### config.mk
export PLATFORM = sky130hd
export DESIGN_NAME = fifo_ahb_master
export DESIGN_NICKNAME = d
export VERILOG_FILES = /design/src/rtl/fifo_ahb_master_pkg.sv /design/src/rtl/fifo_ahb_master.sv
export SDC_FILE = /design/constraint.sdc
export NUM_CORES = 1
export LEC_CHECK = 0
export ABC_CLOCK_PERIOD_IN_PS = 2100
export CAP_MARGIN = 10
export CORE_MARGIN = 10
export CORE_UTILIZATION = 40
export CTS_CLUSTER_DIAMETER = 50
export DETAILED_ROUTE_END_ITERATION = 16
export PLACE_DENSITY = 0.84
export RECOVER_POWER = 50
export REMOVE_ABC_BUFFERS = 1
export SKIP_CTS_REPAIR_TIMING = 1
export SLEW_MARGIN = 20
export SYNTH_ARGS = -nofsm -noshare
export SYNTH_HDL_FRONTEND = slang
export SYNTH_SLANG_ARGS = --single-unit
export TNS_END_PERCENT = 1
### constraint.sdc
create_clock -name clk -period 2.1 [get_ports clk]
set_input_delay 0.42 -clock clk [delete_from_list [all_inputs] [get_ports clk]]
set_output_delay 0.42 -clock clk [all_outputs]
set_load 0.005 [all_outputs]
### src/rtl/fifo_ahb_master_pkg.sv
// Shared AHB-Lite encodings, FIFO entry layout and FSM state type for fifo_ahb_master.
// Latency: n/a (types and constants only).
// Backpressure: n/a.
package fifo_ahb_master_pkg;

    localparam logic [1:0] HTRANS_IDLE   = 2'b00;
    localparam logic [1:0] HTRANS_NONSEQ = 2'b10;
    localparam logic [2:0] HBURST_SINGLE = 3'b000;
    localparam logic [3:0] HPROT_DEF     = 4'b0011;

    localparam int ENTRY_W = 36;

    // Entry kind codes held in the top two bits of a FIFO entry
    typedef enum logic [1:0] {
        KIND_RSVD  = 2'b00,
        KIND_WADDR = 2'b01,
        KIND_RADDR = 2'b10,
        KIND_WDATA = 2'b11
    } kind_e;

    // [35:34] kind, [33:32] hsize, [31:0] address or write data
    typedef struct packed {
        kind_e       kind;
        logic [1:0]  hsize;
        logic [31:0] payload;
    } entry_t;

    typedef enum logic [1:0] {
        ST_IDLE = 2'd0,
        ST_WDAT = 2'd1,
        ST_ADDR = 2'd2,
        ST_DATA = 2'd3
    } state_e;

endpackage

### src/rtl/fifo_ahb_master.sv
// Pops command entries from a show-ahead FIFO and issues single non-pipelined AHB-Lite transfers.
// Latency: read with zero wait states = pop T0, NONSEQ T1, data phase T2, rsp_valid_o T3.
// Backpressure: holds the bus on hready_i=0; no pop while a transfer is outstanding or the FIFO is empty.
module fifo_ahb_master
    import fifo_ahb_master_pkg::*;
#(
    parameter int DATA_W = 36,
    parameter int CNT_W  = 16
) (
    input  logic              clk,
    input  logic              rst_n,
    input  logic              rempty_i,
    input  logic [DATA_W-1:0] rdata_i,
    output logic              rfifo_o,
    output logic [31:0]       haddr_o,
    output logic [1:0]        htrans_o,
    output logic              hwrite_o,
    output logic [2:0]        hsize_o,
    output logic [2:0]        hburst_o,
    output logic [3:0]        hprot_o,
    output logic [31:0]       hwdata_o,
    input  logic [31:0]       hrdata_i,
    input  logic              hready_i,
    input  logic              hresp_i,
    output logic              rsp_valid_o,
    output logic              rsp_write_o,
    output logic              rsp_err_o,
    output logic [31:0]       rsp_rdata_o,
    output logic              proto_err_o,
    output logic [CNT_W-1:0]  xfer_cnt_o,
    output logic              busy_o
);

    state_e state;
    entry_t head;

    assign head     = rdata_i;
    assign hburst_o = HBURST_SINGLE;
    assign hprot_o  = HPROT_DEF;
    assign busy_o   = (state != ST_IDLE);

    // Pop only in the cycle the head entry is consumed; WADDR/RADDR seen in WDAT stay for IDLE to reprocess
    always_comb begin
        rfifo_o = 1'b0;
        if (!rempty_i) begin
            case (state)
                ST_IDLE: rfifo_o = 1'b1;
                ST_WDAT: rfifo_o = (head.kind == KIND_WDATA) || (head.kind == KIND_RSVD);
                default: rfifo_o = 1'b0;
            endcase
        end
    end

    // Transfer sequencer: entry decode, AHB address/data phases and response capture
    always_ff @(posedge clk or negedge rst_n) begin
        if (!rst_n) begin
            state       <= ST_IDLE;
            haddr_o     <= '0;
            htrans_o    <= HTRANS_IDLE;
            hwrite_o    <= 1'b0;
            hsize_o     <= '0;
            hwdata_o    <= '0;
            rsp_valid_o <= 1'b0;
            rsp_write_o <= 1'b0;
            rsp_err_o   <= 1'b0;
            rsp_rdata_o <= '0;
            proto_err_o <= 1'b0;
            xfer_cnt_o  <= '0;
        end else begin
            rsp_valid_o <= 1'b0;
            case (state)
                ST_IDLE: begin
                    if (!rempty_i) begin
                        case (head.kind)
                            KIND_RADDR: begin
                                haddr_o  <= head.payload;
                                hsize_o  <= {1'b0, head.hsize};
                                hwrite_o <= 1'b0;
                                htrans_o <= HTRANS_NONSEQ;
                                state    <= ST_ADDR;
                            end
                            KIND_WADDR: begin
                                haddr_o  <= head.payload;
                                hsize_o  <= {1'b0, head.hsize};
                                hwrite_o <= 1'b1;
                                state    <= ST_WDAT;
                            end
                            default: proto_err_o <= 1'b1;
                        endcase
                    end
                end
                ST_WDAT: begin
                    if (!rempty_i) begin
                        case (head.kind)
                            KIND_WDATA: begin
                                hwdata_o <= head.payload;
                                htrans_o <= HTRANS_NONSEQ;
                                state    <= ST_ADDR;
                            end
                            KIND_RSVD: proto_err_o <= 1'b1;
                            default: begin
                                // Pending write is abandoned; the new command is decoded from IDLE
                                proto_err_o <= 1'b1;
                                state       <= ST_IDLE;
                            end
                        endcase
                    end
                end
                ST_ADDR: begin
                    if (hready_i) begin
                        htrans_o <= HTRANS_IDLE;
                        state    <= ST_DATA;
                    end
                end
                ST_DATA: begin
                    if (hready_i) begin
                        rsp_valid_o <= 1'b1;
                        rsp_write_o <= hwrite_o;
                        rsp_err_o   <= hresp_i;
                        rsp_rdata_o <= hwrite_o ? 32'h0 : hrdata_i;
                        xfer_cnt_o  <= xfer_cnt_o + {{(CNT_W-1){1'b0}}, 1'b1};
                        state       <= ST_IDLE;
                    end
                end
                default: state <= ST_IDLE;
            endcase
        end
    end

endmodule

After elaboration in Yosys (flattened, before gate mapping). Cells that the tools add are included.

Multipliers: 0. Muxes and demuxes: 23. Reductions and logical operators: 15. Eq/ne operators: 16. Bitwise gates (word level): 1. Shifts and indexed selects: 0. Add/subtract/negate cells: 1. Div/mod/pow operators: 0. Magnitude comparators: 0.

Operator list (count): $mux 32 (1); $add 16x1->16 const B (1); $mux 2 (8); $ne 2x2->1 const B (8); $reduce_and 6->1 (2); $reduce_and 3->1 (3); $eq 2x2->1 const B (4); $pmux 2 s2 (2); $pmux 2 s4 (1); $mux 1 (7); $pmux 1 s2 (3); $pmux 2 s3 (1); $reduce_bool 2->1 (3); $reduce_and 5->1 (1); $eq 2x1->1 const B (2); $logic_not 2->1 (2); $ne 3x1->1 const B (1); $reduce_bool 3->1 (1); $ne 2x1->1 const B (1); $reduce_and 2->1 (1); $reduce_or 2->1 (1); $logic_or 1x1->1 (1); $not 1->1 (1).

Register bits after elaboration: 123. Bits in read-only memories: 0. Memories kept: 0. Memory bits (writable): 0. Logic and storage cells: 68. Input bits: 73. Output and inout bits: 131. Latch bits: 0.

Depth between registers and ports, before layout. Gate-level depths: netlist (run 1).

Depth after elaboration: 5. Gate-level depth with buffers: 7. Mapped depth without buffers: 6.

Least setup slack after synthesis (run 1). No wires, ideal clock.

Kind: register -> register. Start point: register state[1]. End point: register hwdata_o[10]. Buffers on the path: 2. Period minus slack after synthesis: 1706 ps. Required time: 1975 ps. Cell stages (with the launch flop): 8. Library setup time: 125 ps. Data arrival time: 1581 ps. Path slack: 394 ps. Path through: dfrtp_1 inv_1 ha_1 nand2_1 or2_1 buf_6 buf_12 mux2_4.

Longest elaborated chain between the ends: 2.

Ends and longest elaborated chain: start, declared (line fifo_ahb_master.sv:34) `state_e state;`; start signal, assigned (line fifo_ahb_master.sv:57) `state <= ST_IDLE;`; start signal, assigned (line fifo_ahb_master.sv:80) `state <= ST_ADDR;`; start signal, assigned (line fifo_ahb_master.sv:86) `state <= ST_WDAT;`; $eq 2x1->1 (line fifo_ahb_master.sv:71) `case (state)`; $reduce_and 3->1 (no line); end signal, assigned (line fifo_ahb_master.sv:96) `hwdata_o <= head.payload;`; end, declared (line fifo_ahb_master.sv:21) `output logic [31:0] hwdata_o,`.

Every way passes these cells. A chain may end at the register's enable or synchronous reset.

Worst setup path in the final report (run 1).
Start point: input port rdata_i[34]. End point: output port rfifo_o.

Longest elaborated chain between the ends: 4. Elaborated cells on any way between the ends: 5. Classes of those cells: 1 x eq/ne; 2 x mux; 2 x reduce/logical.

Ends and longest elaborated chain: start, declared (line fifo_ahb_master.sv:13) `input logic [DATA_W-1:0] rdata_i,`; $eq 2x2->1 / $logic_not 2->1 (equally long branches) (line fifo_ahb_master.sv:48) `ST_WDAT: rfifo_o = (head.kind == KIND_WDATA) || (head.kind == KIND_RSVD);`; $logic_or 1x1->1 * (line fifo_ahb_master.sv:48); $pmux 1 s2 * (line fifo_ahb_master.sv:46) `case (state)`; $mux 1 * (line fifo_ahb_master.sv:45) `if (!rempty_i) begin`; end, declared (line fifo_ahb_master.sv:14) `output logic rfifo_o,`.

Mark *: on every way between the ends. The rest lies on a longest branch, timed or not.

==> flow_summary.yaml, run 1 <==
detailed_routing:
  avgRoutedWirePerCell_um: 17.52
  vias_per_cell: 4.705
  antenna_left: 0
  vias: 3778
  dr.pass1.iters: 6
  drc_errors: 0
  drt_wl_total_um: 14070
  dr.first_iter.drc_count: 151
power:
  ir_worst_vdd_mv: 0.6304
  p_per_area_nw_per_um2: 1378
  power.leakage_nw: 3.684
worst_hold_path:
  hold_path_depth: 1
  hold_path_class: "reg -> reg"
global_routing:
  grt_pass1_wl_um: 22510
  grt_usage_pct: 15.70
  overflow: 0
  antenna_found_initial: 0
  first_global_vias: 4144
  grt_max_degree: 67
setup_path:
  startpoint_type: "primary input"
  crit_fanout: 2
  endpoint_kind: "primary output"
  arrival_ns: 1.73
  reg2reg_depth: 8
  worstSetupPathType: "in -> out"
  critical_path_required_ns: 1.68
clock_tree:
  cts.clk_slew.worst_paths_ns: 0.05
  cts_root_buf: "clkbuf_16"
  clockBufferDepth: 2
  htree_levels: 4
  numCtsBuffers: 17
  clk_latency_ns: 0.41
  numClockSinks: 122
  cts_tree: "built"
logic_synthesis:
  synth.area.top_cells: "dfrtp_1 (58%), mux2_2 (8.6%), mux2_4 (8.6%)"
  avgSynthCellArea_um2: 12.97
  synthArstFlopShare_pct: 100.0
  yosys_warnings: 0
  yosys_register_bits: 122
  synthDominantCellAreaShare_pct: 58.28
  ys.flop_type: "dfrtp_1"
  synth-edff-count: 0
  synthCells: 404
  synth_top_area_cell: "dfrtp_1"
  syn-cell-area_um2: 5239
  synth_cell_types: 35
  ys_seq_area_share_pct: 58.28
outcome:
  violations: "negative setup slack"
  outcome: "finished, violations left"
timing:
  rsz0062_at_grt: "yes"
  hold_viol: 0
  maxSlewViolCount: 0
  tightest_slew_ns: 0.8730
  finalCriticalPeriod_ns: 2.154
  setup_ws_ns: -0.05363
  relSlewSlack_pct: 41.80
  max_freq_ghz: 0.4643
  fin_worst_skew_ns: 0.009499
  finalSetupViolations: 1
  fin_crit_sh_pct: 102.6
layout:
  fin_cells: 803
  layout_common_cells: "clkdlybuf4s50_1 (175), dfrtp_1 (122), nand2_1 (41), mux2_2 (40), o21ai_0 (35)"
  fillers: 1009
  drive_above_1_share_pct: 19.81
  nets: 702
  syn_to_final_growth_pct: 52.76
  final_common_cell: "clkdlybuf4s50_1"
  diodes: 0
placed_design:
  dpl.hpwl_um: 10520
  gp_congestion: 0.7723
  dp.cells: 770
  place_ws_ns: -0.4805
  io_buffers: 194
floorplan:
  core_um2: 12720
  die_w_um: 134.4
  start_util_pct: 41.18
  rows: 41
  die-area_um2: 18070
  pin_count: 204
  die_h_um: 134.4
job:
  drv_cap: 0
-- final cells by class --
cell class                 count  area (um^2)  area share, %
tap                          172        215.2          2.689
inverter                      12        45.04         0.5629
timing repair buffer         215         2112          26.39
multi-input combinational    251         1996          24.94
clock inverter                 7        90.09          1.126
clock buffer                  24        491.7          6.144
sequential                   122         3053          38.15
-- state kept, by name, summed over array words and instances (netlist names) --
name and flops:
rsp_valid_o 1, hwrite_o 1, rsp_rdata_o 32, rsp_write_o 1, hsize_o 2, proto_err_o 1, rsp_err_o 1, xfer_cnt_o 16
htrans_o 1, haddr_o 32, state 2, hwdata_o 32
-- report_power, final --
part | switching, mW | internal (mW) | total (mW)
sequential | 0.564 | 3.34 | 3.90
combinational | 1.48 | 2.80 | 4.29
clock | 0.982 | 1.86 | 2.84
-- critical path: stages --
cell and delay, ns:
clkdlybuf4s50_1 0.48, inv_1 0.09, ha_4 0.25, or2b_1 0.23, a21oi_2 0.13, clkbuf_2 0.12
-- synth_stat cells, drive strengths merged (2+ instances only) --
cell type and count:
nand3 5, mux2 70, a21oi 3, nand2b 34, nor3 4, clkbuf 8
mux2i 2, inv 12, xor2 8, ha 10, o21ai 36, nand4 3
nor2 8, nand2 41, xnor2 7, conb 2, dfrtp 122, buf 18
-- final timing paths --
check                                        start                        to  slack [ns]
hold / removal             proto_err_o$_DFFE_PN0P_   proto_err_o$_DFFE_PN0P_        0.45
min in group asynchronous                    rst_n  hwdata_o[13]$_DFFE_PN0P_        0.67
setup reg to reg              state[1]$_DFFE_PN0P_      state[1]$_DFFE_PN0P_        0.20
hold reg to reg            proto_err_o$_DFFE_PN0P_   proto_err_o$_DFFE_PN0P_        0.45
setup / recovery                       rdata_i[34]                   rfifo_o       -0.05
max in group asynchronous                    rst_n    haddr_o[1]$_DFFE_PN0P_        0.23
-- kinds of logic after synthesis --
family,Yosys count,share of synthesized area [%]
compound gates,44,4.514
xor+xnor,15,2.508
fa+ha+maj,10,2.388
buf+inv,38,4.538
flops,122,58.28
mux,72,17.58
other cells,2,0.1434
simple gates,101,10.06
-- through the flow --
step	hold WS [ns]	instance area (um^2)	TNS, ns	util [%]	power (mW)
finish	0.4548	8003	-0.05363	62.90	11.03
global route	0.4680	8003	-1.551	62.90	11.74
CTS	-0.02030	8016	-0.6298	63.01	11.27
detailed placement	0.4205	7435	-9.826	58.44	8.344
global placement	0.4143	7435	-8.652	58.44	8.162
floorplan	0.1244	5072	-14.26	-	5.515
-- per-layer routing --
metal	global-route usage, %	wire [um]	vias to the layer above
met5	0	0	-
met2	25.42	6888	137
met1	17.28	5624	1859
met3	8.738	1385	13
li1	-	-	1769
met4	4.595	167	0
Power figures use the tool's default switching activity.
==> run 2: changes to the inputs <==
- ABC_CLOCK_PERIOD_IN_PS: 2100 -> 2400
- clock period: 2.1 -> 2.4 ns (I/O delays scaled with it)
==> run 2 against run 1 <==
  * The flow now finishes without violations
  * Sequential power is 13% lower
  * Critical path depth stayed put
  * Via count is 1.1% lower
  * Combinational power is 14% lower
  * Flip-flop and latch count stayed put
  * Clock power is 20% lower
  * Routed wire length is 2.1% lower
  * Final area is 1.7% lower
  * Total power is 15% lower
  * Sequential share of layout area is 0.67 points higher
  * Critical path type unchanged
  * Largest cell class unchanged
  * Highest routed layer unchanged
==> flow_summary.yaml, run 2 (same netlist as run 1, synthesis figures left out) <==
outcome:
  outcome: "finished clean"
placed_design:
  gp_congestion: 0.8058
  place_ws_ns: -0.3771
  io_buffers: 194
  dpl.hpwl_um: 10400
  dp.cells: 763
  dpl_cell_area_um2: 7382
clock_tree:
  htree_levels: 4
  numCtsBuffers: 17
  cts_tree: "built"
  clockBufferDepth: 2
  numClockSinks: 122
  cts_root_buf: "clkbuf_16"
  cts.clk_slew.worst_paths_ns: 0.05
  clk_latency_ns: 0.41
power:
  switchingPower_mw: 2.620
  p_per_area_nw_per_um2: 1194
  clock_power_share_pct: 24.2
  p_int_mw: 6.768
  ir_worst_vdd_mv: 0.5380
  power.leakage_nw: 3.623
  pwr-share-comb_pct: 39.5
  totalPowerFinal_mw: 9.389
  p_sw_share_pct: 27.91
  p_seq_share_pct: 36.3
timing:
  finalSetupViolations: 0
  fin_crit_sh_pct: 98.04
  finalCriticalPeriod_ns: 2.353
  rsz0062_at_grt: "no"
  tightest_slew_ns: 1.038
  fin_worst_skew_ns: 0.008742
  max_freq_ghz: 0.4250
  hold_viol: 0
  relSlewSlack_pct: 30.78
  maxSlewViolCount: 0
  setup_ws_ns: 0.04696
global_routing:
  grt_usage_pct: 15.28
  antenna_found_initial: 0
  overflow: 0
  grt_max_degree: 50
  grt_pass1_wl_um: 21740
  first_global_vias: 3987
floorplan:
  die-area_um2: 18070
  die_h_um: 134.4
  die_w_um: 134.4
  rows: 41
  core_um2: 12720
  start_util_pct: 41.18
  pin_count: 204
detailed_routing:
  drt_wl_total_um: 13770
  dr.first_iter.drc_count: 171
  antenna_left: 0
  dr.pass1.iters: 4
  drc_errors: 0
  vias_per_cell: 4.717
  vias: 3736
  avgRoutedWirePerCell_um: 17.39
setup_path:
  startpoint_type: "primary input"
  worstSetupPathType: "in -> out"
  arrival_ns: 1.87
  crit_fanout: 2
  critical_path_required_ns: 1.92
  endpoint_kind: "primary output"
layout:
  syn_to_final_growth_pct: 50.13
  final_common_cell: "clkdlybuf4s50_1"
  nets: 693
  diodes: 0
  fin_cells: 792
  fin_util_pct: 61.82
  final_cell_area_um2: 7865
  drive_above_1_share_pct: 18.55
  largestRegisters: "haddr_o: 32 flops, hwdata_o: 32 flops, rsp_rdata_o: 32 flops"
  layout_common_cells: "clkdlybuf4s50_1 (181), dfrtp_1 (122), nand2_1 (41), mux2_2 (39), o21ai_0 (36)"
job:
  drv_cap: 0
worst_hold_path:
  hold_path_class: "in -> async"
[run 2: cell type report]
cell class	instances	area [um^2]
fillers	1009	4857
multi-input cells	251	1978
flip-flops and latches	122	3053
inverters	12	45.04
clock inverters	10	80.08
clock buffers	19	442.9
well taps	172	215.2
repair buffers	206	2051
[run 2: path summary, 6_finish.rpt]
check / depth (start not counted) / slack, ns / start / end
worst max-delay path: 6 / 0.05 / rdata_i[34] / rfifo_o
worst min-delay path: 1 / 0.23 / rst_n / hwdata_o[10]$_DFFE_PN0P_
worst max register to register: 7 / 0.39 / state[1]$_DFFE_PN0P_ / hwdata_o[24]$_DFFE_PN0P_
worst min register to register: 1 / 0.45 / proto_err_o$_DFFE_PN0P_ / proto_err_o$_DFFE_PN0P_
max in group asynchronous: 2 / 0.61 / rst_n / haddr_o[13]$_DFFE_PN0P_
min in group clk: 1 / 0.45 / proto_err_o$_DFFE_PN0P_ / proto_err_o$_DFFE_PN0P_
[run 2: power by group through the flow]
| stage | registers (mW) | clock network, mW | logic, mW |
|---|---|---|---|
| after floorplan | 3.48 | 0 | 1.34 |
| after global placement | 3.40 | 0 | 3.72 |
| after detailed placement | 3.44 | 0 | 3.83 |
| after CTS | 3.42 | 2.32 | 3.84 |
| after global routing | 3.52 | 2.41 | 4.05 |
| final | 3.41 | 2.27 | 3.71 |
[run 2: metrics by stage]
stage / TNS, ns / hold slack, ns
detailed placement: -0.5556 / 0.4476
CTS: -0.3778 / 0.06552
finish: 0 / 0.2284
global route: 0 / 0.2983
global placement: -0.2767 / 0.4430
floorplan: -0.09842 / 0.1844
[run 2: critical path: stages]
cell and delay (ns):
clkdlybuf4s50_1 0.49, inv_1 0.06, ha_1 0.30, or2b_1 0.25, a21oi_2 0.15, clkbuf_2 0.14
[run 2: per-layer routing]
layer  GRT usage, %  up-vias  routed length (um)
li1               -     1753                   -
met1          16.92     1810                5602
met2          24.30      154                6526
met3          8.215       19                1421
met4          5.683        0                 220
met5              0        -                   0
==> run 3: changes to the inputs <==
- CTS_CLUSTER_SIZE: default -> 12
- SLEW_MARGIN: 20 -> 5
==> results of run 3 <==
Final layout, timing and power as in run 2 (identical DEF).
